`src/rtl/sample_delta_packer.sv`:
```
// sample_delta_packer
//
// Change-compressor for the signal sampler. Each accepted multi-channel sample
// is compared with the previous accepted sample. The block emits a frame made of
// a change bitmap and the changed channel words, packed from slot 0 upward.
// Keyframes come from reset, from kf_req, or every KF_INTERVAL accepted samples.
// If SUPPRESS_IDLE is set, samples with no change are dropped and counted. A
// heartbeat frame is emitted when that count reaches its maximum.
//
// Ports:
//   clk          clock
//   rst_n        asynchronous active-low reset
//   in_valid     data_in carries a sample this cycle
//   data_in      CHANNEL words of DATA_BITS; channel j at [DATA_BITS*(j+1)-1 : DATA_BITS*j]
//   kf_req       single-cycle keyframe request
//   chan_mask    1 = channel participates (sampled with in_valid)
//   out_valid    one-cycle frame strobe
//   out_keyframe frame is a keyframe
//   out_bitmap   bit j = channel j included in the frame
//   out_count    popcount of out_bitmap
//   out_data     included words packed from slot 0 upward; unused slots zero
//   out_skip     samples suppressed since the previous emitted frame
//   out_original unmodified sample that produced the frame
//
// Latency: CHANNEL+1 register stages (stage 0 decision + one packing stage
// per channel). Fully pipelined. All out_* hold the last frame while
// out_valid is low.

module sample_delta_packer #(
    parameter int unsigned CHANNEL       = 8,
    parameter int unsigned DATA_BITS     = 16,
    parameter int unsigned KF_INTERVAL   = 1024,
    parameter int unsigned SKIP_BITS     = 8,
    parameter int unsigned SUPPRESS_IDLE = 1
) (
    input  logic                          clk,
    input  logic                          rst_n,
    input  logic                          in_valid,
    input  logic [DATA_BITS*CHANNEL-1:0]  data_in,
    input  logic                          kf_req,
    input  logic [CHANNEL-1:0]            chan_mask,
    output logic                          out_valid,
    output logic                          out_keyframe,
    output logic [CHANNEL-1:0]            out_bitmap,
    output logic [$clog2(CHANNEL+1)-1:0]  out_count,
    output logic [DATA_BITS*CHANNEL-1:0]  out_data,
    output logic [SKIP_BITS-1:0]          out_skip,
    output logic [DATA_BITS*CHANNEL-1:0]  out_original
);

    localparam int unsigned W  = DATA_BITS * CHANNEL;
    localparam int unsigned CW = $clog2(CHANNEL + 1);
    localparam int unsigned IW = (KF_INTERVAL > 1) ? $clog2(KF_INTERVAL) : 1;
    localparam logic [IW-1:0] INT_LAST = IW'((KF_INTERVAL > 0) ? KF_INTERVAL - 1 : 0);

    // ------------------------------------------------------------------
    // Stage 0 state: reference sample, keyframe bookkeeping, skip counter
    // ------------------------------------------------------------------
    logic [W-1:0]         stored;
    logic                 kf_pending;
    logic [IW-1:0]        int_cnt;
    logic [SKIP_BITS-1:0] skip_cnt;

    logic [CHANNEL-1:0]   raw_bitmap;
    logic                 interval_hit;
    logic                 heartbeat;
    logic                 kf_now;
    logic                 emit;

    always_comb begin
        raw_bitmap = '0;
        for (int unsigned j = 0; j < CHANNEL; j++) begin
            raw_bitmap[j] = chan_mask[j] &&
                (data_in[j*DATA_BITS +: DATA_BITS] != stored[j*DATA_BITS +: DATA_BITS]);
        end
    end

    always_comb begin
        interval_hit = (KF_INTERVAL != 0) && (int_cnt == INT_LAST);
        kf_now       = kf_pending || kf_req || interval_hit;
        // The heartbeat fires at the saturation value, so the skip counter
        // never has to clamp.
        heartbeat    = (skip_cnt == '1);
        emit         = kf_now || (raw_bitmap != '0) || (SUPPRESS_IDLE == 0) || heartbeat;
    end

    always_ff @(posedge clk or negedge rst_n) begin
        if (!rst_n) begin
            stored     <= '0;
            kf_pending <= 1'b1;
            int_cnt    <= '0;
            skip_cnt   <= '0;
        end else if (in_valid) begin
            // Reference tracks every accepted sample, masked or suppressed.
            stored     <= data_in;
            kf_pending <= 1'b0;
            int_cnt    <= kf_now ? '0 : int_cnt + 1'b1;
            skip_cnt   <= emit ? '0 : skip_cnt + 1'b1;
        end else if (kf_req) begin
            // A request without a sample is deferred to the next valid.
            kf_pending <= 1'b1;
        end
    end

    // ------------------------------------------------------------------
    // Pipeline: index 0 = stage 0 output, index k+1 = after packing channel k
    // ------------------------------------------------------------------
    logic [CHANNEL:0]                 st_valid;
    logic [CHANNEL:0]                 st_key;
    logic [CHANNEL:0][CHANNEL-1:0]    st_bitmap;
    logic [CHANNEL:0][CW-1:0]         st_count;
    logic [CHANNEL:0][W-1:0]          st_data;
    logic [CHANNEL:0][SKIP_BITS-1:0]  st_skip;
    logic [CHANNEL:0][W-1:0]          st_orig;

    logic [CHANNEL-1:0][W-1:0]        pk_data;
    logic [CHANNEL-1:0][CW-1:0]       pk_count;

    // Packing stage k drops channel k's word into the slot indexed by the
    // running count, which is the next free slot.
    always_comb begin
        pk_data  = '0;
        pk_count = '0;
        for (int unsigned k = 0; k < CHANNEL; k++) begin
            pk_data[k]  = st_data[k];
            pk_count[k] = st_count[k];
            if (st_bitmap[k][k]) begin
                for (int unsigned s = 0; s < CHANNEL; s++) begin
                    if (CW'(s) == st_count[k]) begin
                        pk_data[k][s*DATA_BITS +: DATA_BITS] = st_orig[k][k*DATA_BITS +: DATA_BITS];
                    end
                end
                pk_count[k] = st_count[k] + 1'b1;
            end
        end
    end

    always_ff @(posedge clk or negedge rst_n) begin
        if (!rst_n) begin
            st_valid  <= '0;
            st_key    <= '0;
            st_bitmap <= '0;
            st_count  <= '0;
            st_data   <= '0;
            st_skip   <= '0;
            st_orig   <= '0;
        end else begin
            st_valid[0] <= in_valid && emit;
            if (in_valid && emit) begin
                st_key[0]    <= kf_now;
                st_bitmap[0] <= kf_now ? chan_mask : raw_bitmap;
                st_count[0]  <= '0;
                st_data[0]   <= '0;
                st_skip[0]   <= skip_cnt;
                st_orig[0]   <= data_in;
            end
            // Fields advance only with a valid frame, so every stage (and the
            // outputs) holds its last frame across bubbles.
            for (int unsigned k = 0; k < CHANNEL; k++) begin
                st_valid[k+1] <= st_valid[k];
                if (st_valid[k]) begin
                    st_key[k+1]    <= st_key[k];
                    st_bitmap[k+1] <= st_bitmap[k];
                    st_count[k+1]  <= pk_count[k];
                    st_data[k+1]   <= pk_data[k];
                    st_skip[k+1]   <= st_skip[k];
                    st_orig[k+1]   <= st_orig[k];
                end
            end
        end
    end

    assign out_valid    = st_valid[CHANNEL];
    assign out_keyframe = st_key[CHANNEL];
    assign out_bitmap   = st_bitmap[CHANNEL];
    assign out_count    = st_count[CHANNEL];
    assign out_data     = st_data[CHANNEL];
    assign out_skip     = st_skip[CHANNEL];
    assign out_original = st_orig[CHANNEL];

endmodule

```
`config.mk`:
```
export PLATFORM = sky130hd
export DESIGN_NAME = sample_delta_packer
export DESIGN_NICKNAME = d
export VERILOG_FILES = /design/src/rtl/sample_delta_packer.sv
export SDC_FILE = /design/constraint.sdc
export NUM_CORES = 2
export LEC_CHECK = 0
export CORE_AREA = 3 3 474 711
export DETAILED_ROUTE_END_ITERATION = 10
export DIE_AREA = 0 0 477 714
export SETUP_SLACK_MARGIN = 0.3
export SLEW_MARGIN = 20
export SYNTH_ARGS = -nofsm -noshare
export SYNTH_HDL_FRONTEND = slang
export SYNTH_SLANG_ARGS = --single-unit
```
`constraint.sdc`:
```
create_clock -name clk -period 3.1 [get_ports clk]
set_clock_uncertainty 0.1 [all_clocks]
set_input_delay 0.62 -clock clk [delete_from_list [all_inputs] [get_ports clk]]
set_output_delay 0.62 -clock clk [all_outputs]
set_load 0.02 [all_outputs]
```
### After elaboration in Yosys (flattened, before gate mapping)

Index checks and enable logic that the tools add are counted.

* word-level logic and storage cells: 224
* bits in registers: 2517
* RAM bits: 0
* memories: 0
* memory bits (read-only): 0
* latch bits: 0

* magnitude comparators: 0
* $add $sub $neg: 9
* bitwise operators: 0
* multiplexer cells: 77
* multiply operators: 0
* reductions and logical operators: 22
* equality and inequality tests: 59
* shifts and indexed selects: 0
* div/mod/pow operators: 0

Operator list (count)
* $mux 16: 57
* $mux 128: 7
* $ne 16x16->1: 8
* $eq 3x4->1 const A: 28
* $eq 2x4->1 const A: 14
* $add 4x1->4 const B: 7
* $eq 1x4->1 const A: 7
* $logic_not 4->1: 7
* $mux 4: 7
* $mux 8: 2
* $add 10x1->10 const B: 1
* $eq 10x10->1 const B: 1
* $mux 10: 1
* $logic_and 1x1->1: 9
* $add 8x1->8 const B: 1
* $eq 8x8->1 const B: 1
* $reduce_bool 8->1: 1
* $logic_or 1x1->1: 4
* $mux 1: 3
* $reduce_bool 2->1: 1

### Longest topological paths before layout

* depth in word-level cells: 6
* gate-level depth with buffers: 11
* mapped depth without buffers: 9

### Worst setup path after synthesis

Ideal clock, no wire load.

* path type: input -> register
* start point: input data_in[18]
* end point: register st_orig[100] (netlist name)
* path slack: 0.375 ns
* stages: 9
* library setup time: 0.127 ns
* arrival time: 2.497 ns
* buffers on the path: 2
* cells stage by stage: xnor2_1 -> nand4_1 -> nor4_1 -> o22ai_1 -> a221o_1 -> o21ai_2 -> buf_6 -> buf_6 -> mux2_1

* word-level cells in the longest chain between the ends: 6

Ends and longest elaborated chain
* start, declared: RTL line 39 `input logic [DATA_BITS*CHANNEL-1:0] data_in,`
* $ne 16x16->1: RTL line 74 `(data_in[j*DATA_BITS +: DATA_BITS] != stored[j*DATA_BITS +: DATA_BITS]);`
* $logic_and 1x1->1: RTL line 73 `raw_bitmap[j] = chan_mask[j] &&`
* $reduce_bool 8->1: RTL line 84 `emit = kf_now || (raw_bitmap != '0) || (SUPPRESS_IDLE == 0) || heartbeat;`
* $logic_or 1x1->1 (2 in a row): RTL line 84
* $logic_and 1x1->1: RTL line 149 `if (in_valid && emit) begin`
* end signal, assigned by index: RTL line 167 `st_orig[k+1] <= st_orig[k];`
* end, declared: RTL line 114 `logic [CHANNEL:0][W-1:0] st_orig;`

No other way between the ends.
A chain may end at the register's enable or synchronous reset.

### Worst setup path after layout

* start point: register stored[43]
* end point: register st_orig[99] (netlist name)

* word-level cells in the longest chain between the ends: 6

Ends and longest elaborated chain
* start, declared: RTL line 59 `logic [W-1:0] stored;`
* start signal, assigned: RTL line 95 `stored <= data_in;`
* $ne 16x16->1: RTL line 74
* $logic_and 1x1->1: RTL line 73
* $reduce_bool 8->1: RTL line 84
* $logic_or 1x1->1 (2 in a row): RTL line 84
* $logic_and 1x1->1: RTL line 149

No other way between the ends.

==> metrics.cfg <==
[timing]
finalMaxSlewViolations = 0
finalCritPeriodShare = 1.06
slew_headroom = 0.290
tightest_slew_ps = 1060
post-route-min-period_ps = 3290
rsz0062_at_grt = true
finalWorstSetupSlack_ps = -193
hold_slack_ps = 108
hold_violations = 0
timing.fmax_ghz = 0.304
finalSetupViolCount = 142
tns_ps = -18180

[yosys]
ys_types = 49
synth_top_family_by_area = multiplexers
ys.flop_type = dfrtp_1
synth_edf_count = 0
synth_compound_area_frac = 0.0471
synthMuxAreaShare = 0.240
ys_seq_elements = 2238
synth-simple-area-share = 0.0415
yosysTopAreaCell = dfrtp_1
synth_top_area_frac = 0.604
synth_seq_area_share = 0.604
ys_warn_count = 0
synthMostInstantiatedCell = dfrtp_1
synthesis.area_sq_um = 92700
ys_top_cells_by_count = 2237 x dfrtp_1, 1325 x mux2_2, 651 x nor2_1, 648 x a21oi_1, 632 x mux2i_1
synth_area_leaders = dfrtp_1 60%, mux2_2 16%, mux2i_1 6.8%
synth_fa_ha_area_frac = 0.00391
syn_avg_cell_area_sq_um = 13.0
syn-num-nets = 7313
postSynth.asyncResetShare = 1.00
postSynthCellCount = 7144
synth_xor_area_frac = 0.0136

[finish]
final_cell_area_sq_um = 111000
fin_nets = 7569
final_cells = 12028
syn_to_final_growth_pct = 19.3
finish.utilization = 0.334
fillCellCount = 32457
drive_above_1_share = 0.289

[critical_path]
cp_slowest_stage_delay_ps = 430
critPathKind = flop to flop
r2r_slack_ps = -190
crit_chain = xor2_1 -> nor4_1 -> nand4_1 -> buf_6 -> a22oi_2 -> nand3_2 -> o21ai_4 -> buf_6 -> buf_12 -> buf_16 -> clkbuf_16 -> mux2_1
r2r_cells = 12
cp-start-kind = flop
critPathArrivalTime_ps = 3950
rr_endpoint = st_orig[99]
r2r_start = stored[43]
cp-end-kind = flop
required_ps = 3750
slowest_stage = nand4_1
crit_top_cell = buf_6
cp_max_fo = 5

[status]
outcome = complete, but fails checks
violations = negative setup slack

[routing]
vias_per_cell = 4.55
drc = 0
drtIter0Drc = 3509
final_antenna_net_count = 0
routed_wl_mm = 271
drtPass1Iterations = 5
wl_per_cell_um = 22.5
dr_total_vias = 54700

[global_route]
grt_max_degree = 150
overflow = 0
grt_usage = 0.155
grt_pass1_wl_mm = 399
first_global_vias = 57513
antenna_found_initial = 27

[clocking]
insertion_delay_ps = 890
cts_tree = done
clk_pin_slew_ps = 60
cts.sinks = 2238
cts_max_level = 4
clk_path_buf_depth = 4
numCtsBuffers = 224
cts_root_buf = clkbuf_16

[power_and_ir_drop]
power_mw = 88.7
vdd_drop_max_uv = 540
powerDensity_nw_per_um2 = 802
power.leakage_nw = 48.2

[place]
place.gp.congestion = 0.861
port_buffers = 417
dp_slack_ps = -1010
place_area_sq_um = 102000
dp_cells = 11587
dp.final_hpwl_mm = 198

[floorplan]
die_y_um = 714
row_count = 259
start_util = 0.280
die-area_sq_um = 341000
num_io_pins = 418
die_x_um = 477
core_sq_um = 332000

[hold_path]
min_from = in_valid
whs_endpoint = kf_pending
hold_class = input pin to flop
worstHoldPathCells = 2

[flow_run]
cap_violations = 0

worst max-delay path by stage:
stage | to | startpoint
final | st_orig[99] | stored[43]
after global routing | st_orig[105] | stored[47]
after CTS | st_orig[8] | stored[47]
after detailed placement | st_orig[106] | data_in[35]
after global placement | st_orig[111] | data_in[35]
after floorplan | st_orig[100] | data_in[18]
layout make-up:
type	count	area, sq um	area share
clock inverter	100	1280	0.0116
multi-input combinational	3970	32500	0.294
inverter	170	638	0.00577
tap	4437	5550	0.0502
timing repair buffer	796	8080	0.0731
clock buffer	305	6490	0.0587
sequential	2238	56000	0.507
antenna	12	30.0	0.000272
critical path: cells and delay by family (launching register included):
family                    cells  cell delay (ps)
buffers and inverters         5              880
and+or+nand+nor               3              910
AOI/OAI and AO/OA             2              350
muxes                         1              320
xor gates and xnor gates      1              260
DFF                           1              380
logic make-up (layout without fill, tap and decap cells):
group / after synthesis / after routing
xor+xnor: 144 / 144
mux: 2042 / 2042
buf+inv: 936 / 1371
other cells: 0 / 12
fa+ha+maj: 29 / 29
flops: 2238 / 2238
compound gates: 845 / 845
simple gates: 910 / 910
registers in the layout (all words and copies together) (netlist names), 10 cells and up:
register,flops
stored,128
out_original,128
out_data,128
st_count,21
st_orig,1024
st_skip,64
st_bitmap,64
st_data,624
int_cnt,10
per-layer routing:
metal,share of wire,vias up,track usage
met4,0.054,12,0.0749
met5,0.00029,-,0
met2,0.52,1185,0.282
li1,-,24908,-
met3,0.036,545,0.0213
met1,0.39,28050,0.179
cells in the final DEF, fill, tap and decap left out, types with 82 or more instances in the layout:
master           instances
clkbuf_16              234
a21oi_1                648
o21ai_0                127
buf_4                  293
clkdlybuf4s50_1        408
nand2_1                 82
inv_1                  169
nor2_1                 651
mux2_2                1323
mux2i_1                632
dfrtp_1               2228
xor2_1                 104
report_power, final:
group	switching (mW)	internal (mW)	total [mW]	leakage (nW)
combinational	8.33	8.91	17.2	17.8
clock	11.8	16.8	28.6	3.83
sequential	7.03	35.8	42.8	26.6
repair_timing:
| item | CTS | global route |
|---|---|---|
| hold buffers | 1 | 0 |
| pin swaps | 4 | 3 |
| gates cloned | 3 | 9 |
| setup buffers | 10 | 1 |
| endpoints found under the hold margin | 532 | 0 |
| setup endpoints to repair | 159 | 154 |
| resized for setup | 72 | 36 |
Power figures use the tool's default switching activity.
